$ cat config.mk
export PLATFORM = sky130hd
export DESIGN_NAME = bcd_count_up_display
export DESIGN_NICKNAME = d
export VERILOG_FILES = /design/src/rtl/bcd_display_pkg.sv /design/src/rtl/bcd_7seg_decoder.sv /design/src/rtl/bcd_count_up_display.sv
export SDC_FILE = /design/constraint.sdc
export NUM_CORES = 1
export LEC_CHECK = 0
export ABC_AREA = 1
export CAP_MARGIN = 20
export CORE_MARGIN = 5
export CORE_UTILIZATION = 44
export CTS_CLUSTER_DIAMETER = 30
export DETAILED_ROUTE_END_ITERATION = 8
export PLACE_DENSITY = 0.88
export SYNTH_ARGS = -nofsm -noshare
export SYNTH_HDL_FRONTEND = slang
export SYNTH_SLANG_ARGS = --single-unit
$ cat constraint.sdc
create_clock -name CP -period 2.1 [get_ports CP]
set_input_delay 0.525 -clock CP [delete_from_list [all_inputs] [get_ports CP]]
set_output_delay 0.525 -clock CP [all_outputs]
set_load 0.005 [all_outputs]
$ cat src/rtl/bcd_display_pkg.sv
// Shared constants for the lab's BCD counter / seven-segment display blocks.
// Segment vectors are {a,b,c,d,e,f,g}, active-low (0 = lit).
package bcd_display_pkg;

  // Bit position of each segment within a 7-bit segment vector.
  localparam int SEG_IDX_A = 6;
  localparam int SEG_IDX_B = 5;
  localparam int SEG_IDX_C = 4;
  localparam int SEG_IDX_D = 3;
  localparam int SEG_IDX_E = 2;
  localparam int SEG_IDX_F = 1;
  localparam int SEG_IDX_G = 0;

  localparam logic [3:0] MAX_DIGIT_DEFAULT = 4'd9;

  localparam logic [6:0] SEG_0     = 7'b0000001;
  localparam logic [6:0] SEG_1     = 7'b1001111;
  localparam logic [6:0] SEG_2     = 7'b0010010;
  localparam logic [6:0] SEG_3     = 7'b0000110;
  localparam logic [6:0] SEG_4     = 7'b1001100;
  localparam logic [6:0] SEG_5     = 7'b0100100;
  localparam logic [6:0] SEG_6     = 7'b0100000;
  localparam logic [6:0] SEG_7     = 7'b0001111;
  localparam logic [6:0] SEG_8     = 7'b0000000;
  localparam logic [6:0] SEG_9     = 7'b0000100;
  localparam logic [6:0] SEG_BLANK = 7'b1111111;
  localparam logic [6:0] SEG_ALL   = 7'b0000000;

  // Limit used by the counter: the requested value, saturated at the ceiling.
  function automatic logic [3:0] clamp_digit(input logic [3:0] value,
                                             input logic [3:0] ceiling);
    return (value > ceiling) ? ceiling : value;
  endfunction

endpackage

$ cat src/rtl/bcd_7seg_decoder.sv
// 7447-style BCD to active-low seven-segment decoder with lamp test and
// ripple blanking; purely combinational, shared with the down-counter display.
module bcd_7seg_decoder
  import bcd_display_pkg::*;
(
  input  logic [3:0] value,
  input  logic       LTN,
  input  logic       RBIN,
  input  logic       BIN,
  output logic [6:0] o_Z,
  output logic       RBON
);

  logic [6:0] glyph;

  always_comb begin
    glyph = SEG_BLANK;
    case (value)
      4'd0: glyph = SEG_0;
      4'd1: glyph = SEG_1;
      4'd2: glyph = SEG_2;
      4'd3: glyph = SEG_3;
      4'd4: glyph = SEG_4;
      4'd5: glyph = SEG_5;
      4'd6: glyph = SEG_6;
      4'd7: glyph = SEG_7;
      4'd8: glyph = SEG_8;
      4'd9: glyph = SEG_9;
      default: glyph = SEG_BLANK;
    endcase
  end

  // Blanking beats lamp test, which beats ripple blanking of a leading zero.
  always_comb begin
    o_Z  = glyph;
    RBON = 1'b1;
    if (!BIN) begin
      o_Z  = SEG_BLANK;
      RBON = 1'b0;
    end else if (!LTN) begin
      o_Z  = SEG_ALL;
      RBON = 1'b1;
    end else if (!RBIN && (value == 4'd0)) begin
      o_Z  = SEG_BLANK;
      RBON = 1'b0;
    end
  end

endmodule

$ cat src/rtl/bcd_count_up_display.sv
// 74163-style BCD up-counter wrapping at a programmable limit, driving one
// seven-segment digit; TC cascades to the next digit.
module bcd_count_up_display
  import bcd_display_pkg::*;
#(
  parameter logic [3:0] MAX_DIGIT = MAX_DIGIT_DEFAULT
)(
  input  logic       CP,
  input  logic       rstn,
  input  logic [3:0] D,
  input  logic       PEn,
  input  logic       CEP,
  input  logic       CET,
  input  logic       MRn,
  input  logic       LTN,
  input  logic       RBIN,
  input  logic       BIN,
  output logic [3:0] Q,
  output logic       TC,
  output logic       RBON,
  output logic [6:0] o_Z
);

  // A ceiling above 9 would let the counter leave BCD range.
  localparam logic [3:0] CEILING = (MAX_DIGIT > 4'd9) ? 4'd9 : MAX_DIGIT;

  logic [3:0] limit;
  logic [3:0] q_reg;
  logic [3:0] q_next;

  assign limit = clamp_digit(D, CEILING);

  // Wrap on >= so that lowering D below the current count still wraps to 0.
  always_comb begin
    q_next = q_reg;
    if (!MRn) begin
      q_next = 4'd0;
    end else if (!PEn) begin
      q_next = limit;
    end else if (CEP && CET) begin
      q_next = (q_reg >= limit) ? 4'd0 : q_reg + 4'd1;
    end
  end

  always_ff @(posedge CP or negedge rstn) begin
    if (!rstn) begin
      q_reg <= 4'd0;
    end else begin
      q_reg <= q_next;
    end
  end

  assign Q  = q_reg;
  assign TC = CET & (q_reg == limit);

  bcd_7seg_decoder u_decoder (
    .value (q_reg),
    .LTN   (LTN),
    .RBIN  (RBIN),
    .BIN   (BIN),
    .o_Z   (o_Z),
    .RBON  (RBON)
  );

endmodule
Yosys cells after proc, flatten, opt, wreduce, memory -nomap -nowiden
Memories as Yosys holds them, arrays and structs flattened.
Index checks and enable logic that the tools add are counted.
Widths: inputs -> output; s select.
Word-level totals
  memories kept: 1
  ROM bits: 112
  input port bits: 13
  bits in registers: 4
Cells by class
  mux-type cells: 11
  reduce and logical (&&, ||, !) cells: 4
  equality and inequality tests: 2
  $lt $le $gt $ge: 2
  add/sub/neg operators: 1
  bitwise operators: 1
Memory list
  (no name shown): words 16, width 7, read ports 1, clocked after Yosys merged registers in 0, wr ports 0, line bcd_7seg_decoder.sv:18  | case (value)
Operator list (count)
  $mux 7: 3
  $mux 4: 5
  $add 4x1->4 const B: 1
  $eq 4x4->1: 1
  $ge 4x4->1: 1
  $gt 4x4->1 const B: 1
  $logic_not 4->1: 1
  $mux 1: 3
  $ne 3x2->1 const B: 1
  $logic_and 1x1->1: 2
  $and 1x1->1: 1
  $logic_not 1->1: 1

Longest topological paths before layout
  depth in word-level cells: 7
  depth in mapped cells: 11

Cells and area by module
Synthesis repeated with hierarchy kept, for this count alone.
Unflattened totals
  cells, all modules: 131
  area total of the unflattened synthesis: 738.2 um^2
Modules (own cells, without submodules)
  bcd_count_up_display: instances 1, cells an instance 74, area an instance 430.4 um^2, seq. area each 100.1 um^2
  bcd_7seg_decoder: instances 1, cells an instance 57, area an instance 307.8 um^2, seq. area each 0.0 um^2

Worst setup path before layout
Ideal clock, no wire load.
  path kind: input to output
  from: in D[2]
  to: out TC
  arrival time: 1.321 ns
  setup slack: 0.254 ns
  required time: 1.575 ns
  stages: 5
  buffers on the path: 0
  path through: o21ai_1 -> nand2_1 -> ha_1 -> nand2_1 -> nor3b_1
On the way
  cells in the longest elaborated chain, start to end: 4
RTL lines
  start, declared: line bcd_count_up_display.sv:10  | input logic [3:0] D,
  $gt 4x4->1: line bcd_display_pkg.sv:32  | return (value > ceiling) ? ceiling : value;
  $mux 4 (*): line bcd_display_pkg.sv:32
  $eq 4x4->1 (*): line bcd_count_up_display.sv:54  | assign TC = CET & (q_reg == limit);
  $and 1x1->1 (*): line bcd_count_up_display.sv:54
  end, declared: line bcd_count_up_display.sv:19  | output logic TC,
Mark *: on every way between the ends. The rest lies on a longest branch, timed or not.

Worst setup path after layout
  from: reg q_reg[1], in the netlist Q[1]
  to: out o_Z[0]
On the way
  cells in the longest elaborated chain, start to end: 5
RTL lines
  start, declared: line bcd_count_up_display.sv:28  | logic [3:0] q_reg;
  start signal, assigned: line bcd_count_up_display.sv:49  | q_reg <= q_next;
  branches (longest 2 deep; another with $mem_v2 16x7)
  $mux 7 (*): line bcd_7seg_decoder.sv:43  | end else if (!RBIN && (value == 4'd0)) begin
  $mux 7 (*): line bcd_7seg_decoder.sv:40  | end else if (!LTN) begin
  $mux 7 (*): line bcd_7seg_decoder.sv:37  | if (!BIN) begin
  end, declared: line bcd_count_up_display.sv:21  | output logic [6:0] o_Z
Every way passes the cells marked *.

==> results <==
- The reg2reg setup slack is 0.39 ns.
- Setup repair after global routing could not meet its margin everywhere.
- The top cell type by total area after synthesis is nand2_1.
- The fmax is ~470 MHz.
- The initial antenna violation count was 0.
- TritonCTS built the clock tree.
- The routed design could run at a clock period as short as roughly 2.1 ns.
- The overall die area is around 2500 um^2.
- The count of endpoints failing setup in the final report is 5.
- In this run the count of I/O pins placed on the die edge is 26.
- The top cell type's share of synthesized area is approximately a quarter.
- The total number of vias is 988.
- The capturing element type of the critical path is a primary output.
- The mean area per synthesized cell is ~6.0 um^2.
- The total grt overflow is 0.
- The worst endpoint data arrival time is 1.60 ns.
- The path type of the worst setup path is flip-flop to primary output.
- The worst-case IR drop observed on VDD is approximately 0.34 mV.
- The total negative slack is -0.0552 ns.
- At the end of routability-driven placement, the weighted congestion stood at 0.859.
- The total number of yosys warnings is 0.
- The worst-path maximum fanout is 4.
- Port buffering added 25 buffers.
- Once detail routing completed, the nets flagged for antenna violations numbered 0.
- In the layout the commonest cells are 41 x nand2_1, 19 x buf_4, 11 x clkdlybuf4s50_1.
- By area the synthesized netlist is led by nand2_1 23%, ha_1 16%, dfrtp_1 14%.
- The post-detailed-routing wire length is between 2 and 3 mm.
- For this run, the slowest stage of the critical path takes approximately 0.40 ns.
- The first global-routing pass estimated 4.40 mm of wire.
- The maximum count of clock buffers along a single path is 2.
- The clock insertion delay at the later pin of the skew report is between 0.2 and 0.3 ns.
- Summing every instance area after synthesis gives between 700 and 800 um^2.
- Once the floorplan was initialized, standard cells occupied a little under half of the core.
- The area of the core region is roughly 1500 um^2.
- The post-detailed-placement half-perimeter wirelength is ~1.8 mm.
- From left edge to right edge, the die measures around 50 um.
- The die height is around 50 um.
- The average wire per standard cell is 15.6 um.
- STA classifies the critical path startpoint as a flip-flop.
- The final number of hold-violating endpoints came to 0.
- The count of cells in the finished layout, fillers not included, comes to ~180.
- The path length in cells of the critical path is 10.
- The final reports fail on negative setup slack.
- The via count of the first global-routing pass is 988.
- The tree is rooted in a clkbuf_4.
- Max-cap violations in this run came to 0.
- The fraction of final layout cells sized beyond drive strength 1 is between 40% and 50%.
- The aggregate global-route resource usage is between 20% and 30%.
- The via density per instance is approximately 5.4.
- The total number of clock tree sinks is 4.
- The critical path contains buffers and inverters numbering 4 combined.
- The maximum number of pins on one net before global-route repair is 12.
- Summing the sequential cell areas from Yosys gives roughly 14% of the chip area.
- The count of cells along the worst register-to-register path is 11.
- After synthesis the netlist holds a flip-flop and latch count of 4.
- The number of antenna diodes in the final layout is 0.
- The final clock skew is 0.00575 ns.
- The count of different cell masters after synthesis is 21.
- Of the available clock period, the critical path in the final layout requires 101%.
- On the critical path, the stage with the largest delay is an instance of dfrtp_1.
- The max-slew violation total from the final report is 0.
- The launch point of the worst reg-to-reg path is Q[1].
- The most common cell after layout, fill and taps aside is nand2_1.
- The completed layout was analyzed and its total power is 536 uW.
- Synthesis produced between 100 and 150 cells.
- After filler insertion, the fill cell instance count of the layout stands at just over 90.
- The path category of the worst min-delay check is primary input to asynchronous set/reset pin.
- The flow ran to the end, but the final reports show violations.
- For the worst setup path, the data required time is around 1.6 ns.
- The number of DRC violations after detailed-routing iteration 0 is 19.
- The total power per unit cell area is about 420 nW/um^2.
- For this run, design rule violations remaining after detail routing come to 0.
- In this run the number of H-tree levels came out at 1.
- The kind of cell with the highest combined delay on the critical path is buffers and inverters.
- Traced cell by cell, the critical path runs through inv_2 -> ha_4 -> inv_4 -> nor2_4 -> nand3_4 -> nand2_4 -> buf_4 -> o21ai_2 -> nand2_1 -> buf_2.
- The worst register-to-register path ends at Q[0].
- The area growth from synthesis to final layout is 79.5%.
- Buffers inserted during clock tree synthesis total 3.
- Clock-pin slew was measured on the worst setup and hold paths at approximately 0.040 ns.
- The number of placed instances, taps included, is between 150 and 200.
- The final layout contains between 150 and 200 nets.
- Headroom to the max-slew limit came out at 78.4%.
- The leakage power of the design is just under 0.0007 uW.
- The placement row count is 14.
- The worst-case setup margin in the final layout is -0.0297 ns.
- For the pin with the worst max-slew slack, the measured transition is 0.323 ns.
- The register with the most flip-flops in the layout has 4 of them.
- The net count after synthesis is 140.
- The first-pass iteration count of the detailed router is 4.
-- area by class of cell --
class	count	area, um^2	share of cell area [%]
tap	16	20.0	1.57
multi-input combinational	95	653	51.3
timing repair buffer	49	407	31.9
inverter	17	71.3	5.60
clock buffer	3	22.5	1.77
sequential	4	100	7.86
-- worst max path at each step --
| stage | from | end |
|---|---|---|
| after floorplan | D[2] | TC |
| after global placement | D[2] | TC |
| after detailed placement | D[2] | TC |
| after CTS | Q[0] | o_Z[1] |
| after global routing | Q[1] | o_Z[6] |
| final | Q[1] | o_Z[0] |
-- stage by stage --
stage,instance area (um^2),hold WS (ns),utilization (%),worst slack (ns)
finish,1270,0.481,83.6,-0.0297
global route,1270,0.497,83.6,-0.105
CTS,1140,0.483,75.1,-0.0406
detailed placement,1110,0.620,72.7,-0.816
global placement,1110,0.613,72.7,-0.701
floorplan,709,0.229,-,0.254
-- timing repair --
action	4_1_cts	5_1_grt
endpoints found under the setup margin	11	9
setup buffers	3	3
pin swaps	10	11
hold buffers	0	0
gates resized for setup	54	26
-- cell families after synthesis --
group	synth area share (%)
AOI/OAI and AO/OA	10.9
adders and majority gates	15.9
buffers and inverters	12.3
DFF	14.1
and+or+nand+nor	46.7
-- worst register-to-register path, cell delays in order, from the launching register on --
cell and delay (ns):
dfrtp_1 0.42, buf_6 0.16, buf_6 0.12, ha_4 0.26, nand2_4 0.04, buf_4 0.12, nor2_1 0.12, nor2_2 0.08
nand3_1 0.08, nand2_1 0.07, nand2_1 0.09, nand2_1 0.05
-- Yosys cell counts --
| library cell | number |
|---|---|
| dfrtp_1 | 4 |
| nor2_2 | 3 |
| ha_1 | 9 |
| inv_1 | 13 |
| nand2_4 | 4 |
| inv_2 | 2 |
| nand4_1 | 1 |
| nor3b_1 | 1 |
| o21ai_1 | 10 |
| buf_6 | 1 |
| clkinv_1 | 1 |
| nand3_2 | 1 |
| nand3b_1 | 1 |
| nor2_1 | 8 |
| nand2_2 | 1 |
| buf_4 | 1 |
| inv_6 | 1 |
| a21oi_1 | 4 |
| nand2_1 | 44 |
| o21a_1 | 1 |
| nand3_1 | 7 |
-- report_power, final --
part / total [uW] / switching (uW) / internal [uW]
Clock: 108 / 43.7 / 64.7
Combinational: 339 / 174 / 165
Sequential: 88.5 / 5.46 / 83.0
Total: 536 / 223 / 313
-- per-layer routing --
layer | part of all wire, % | global-route usage, %
met5 | 0 | 0
met4 | 6.4 | 14.4
met3 | 7.0 | 5.33
met2 | 51 | 42.9
met1 | 36 | 22.7
(Power assumes the default switching activity.)
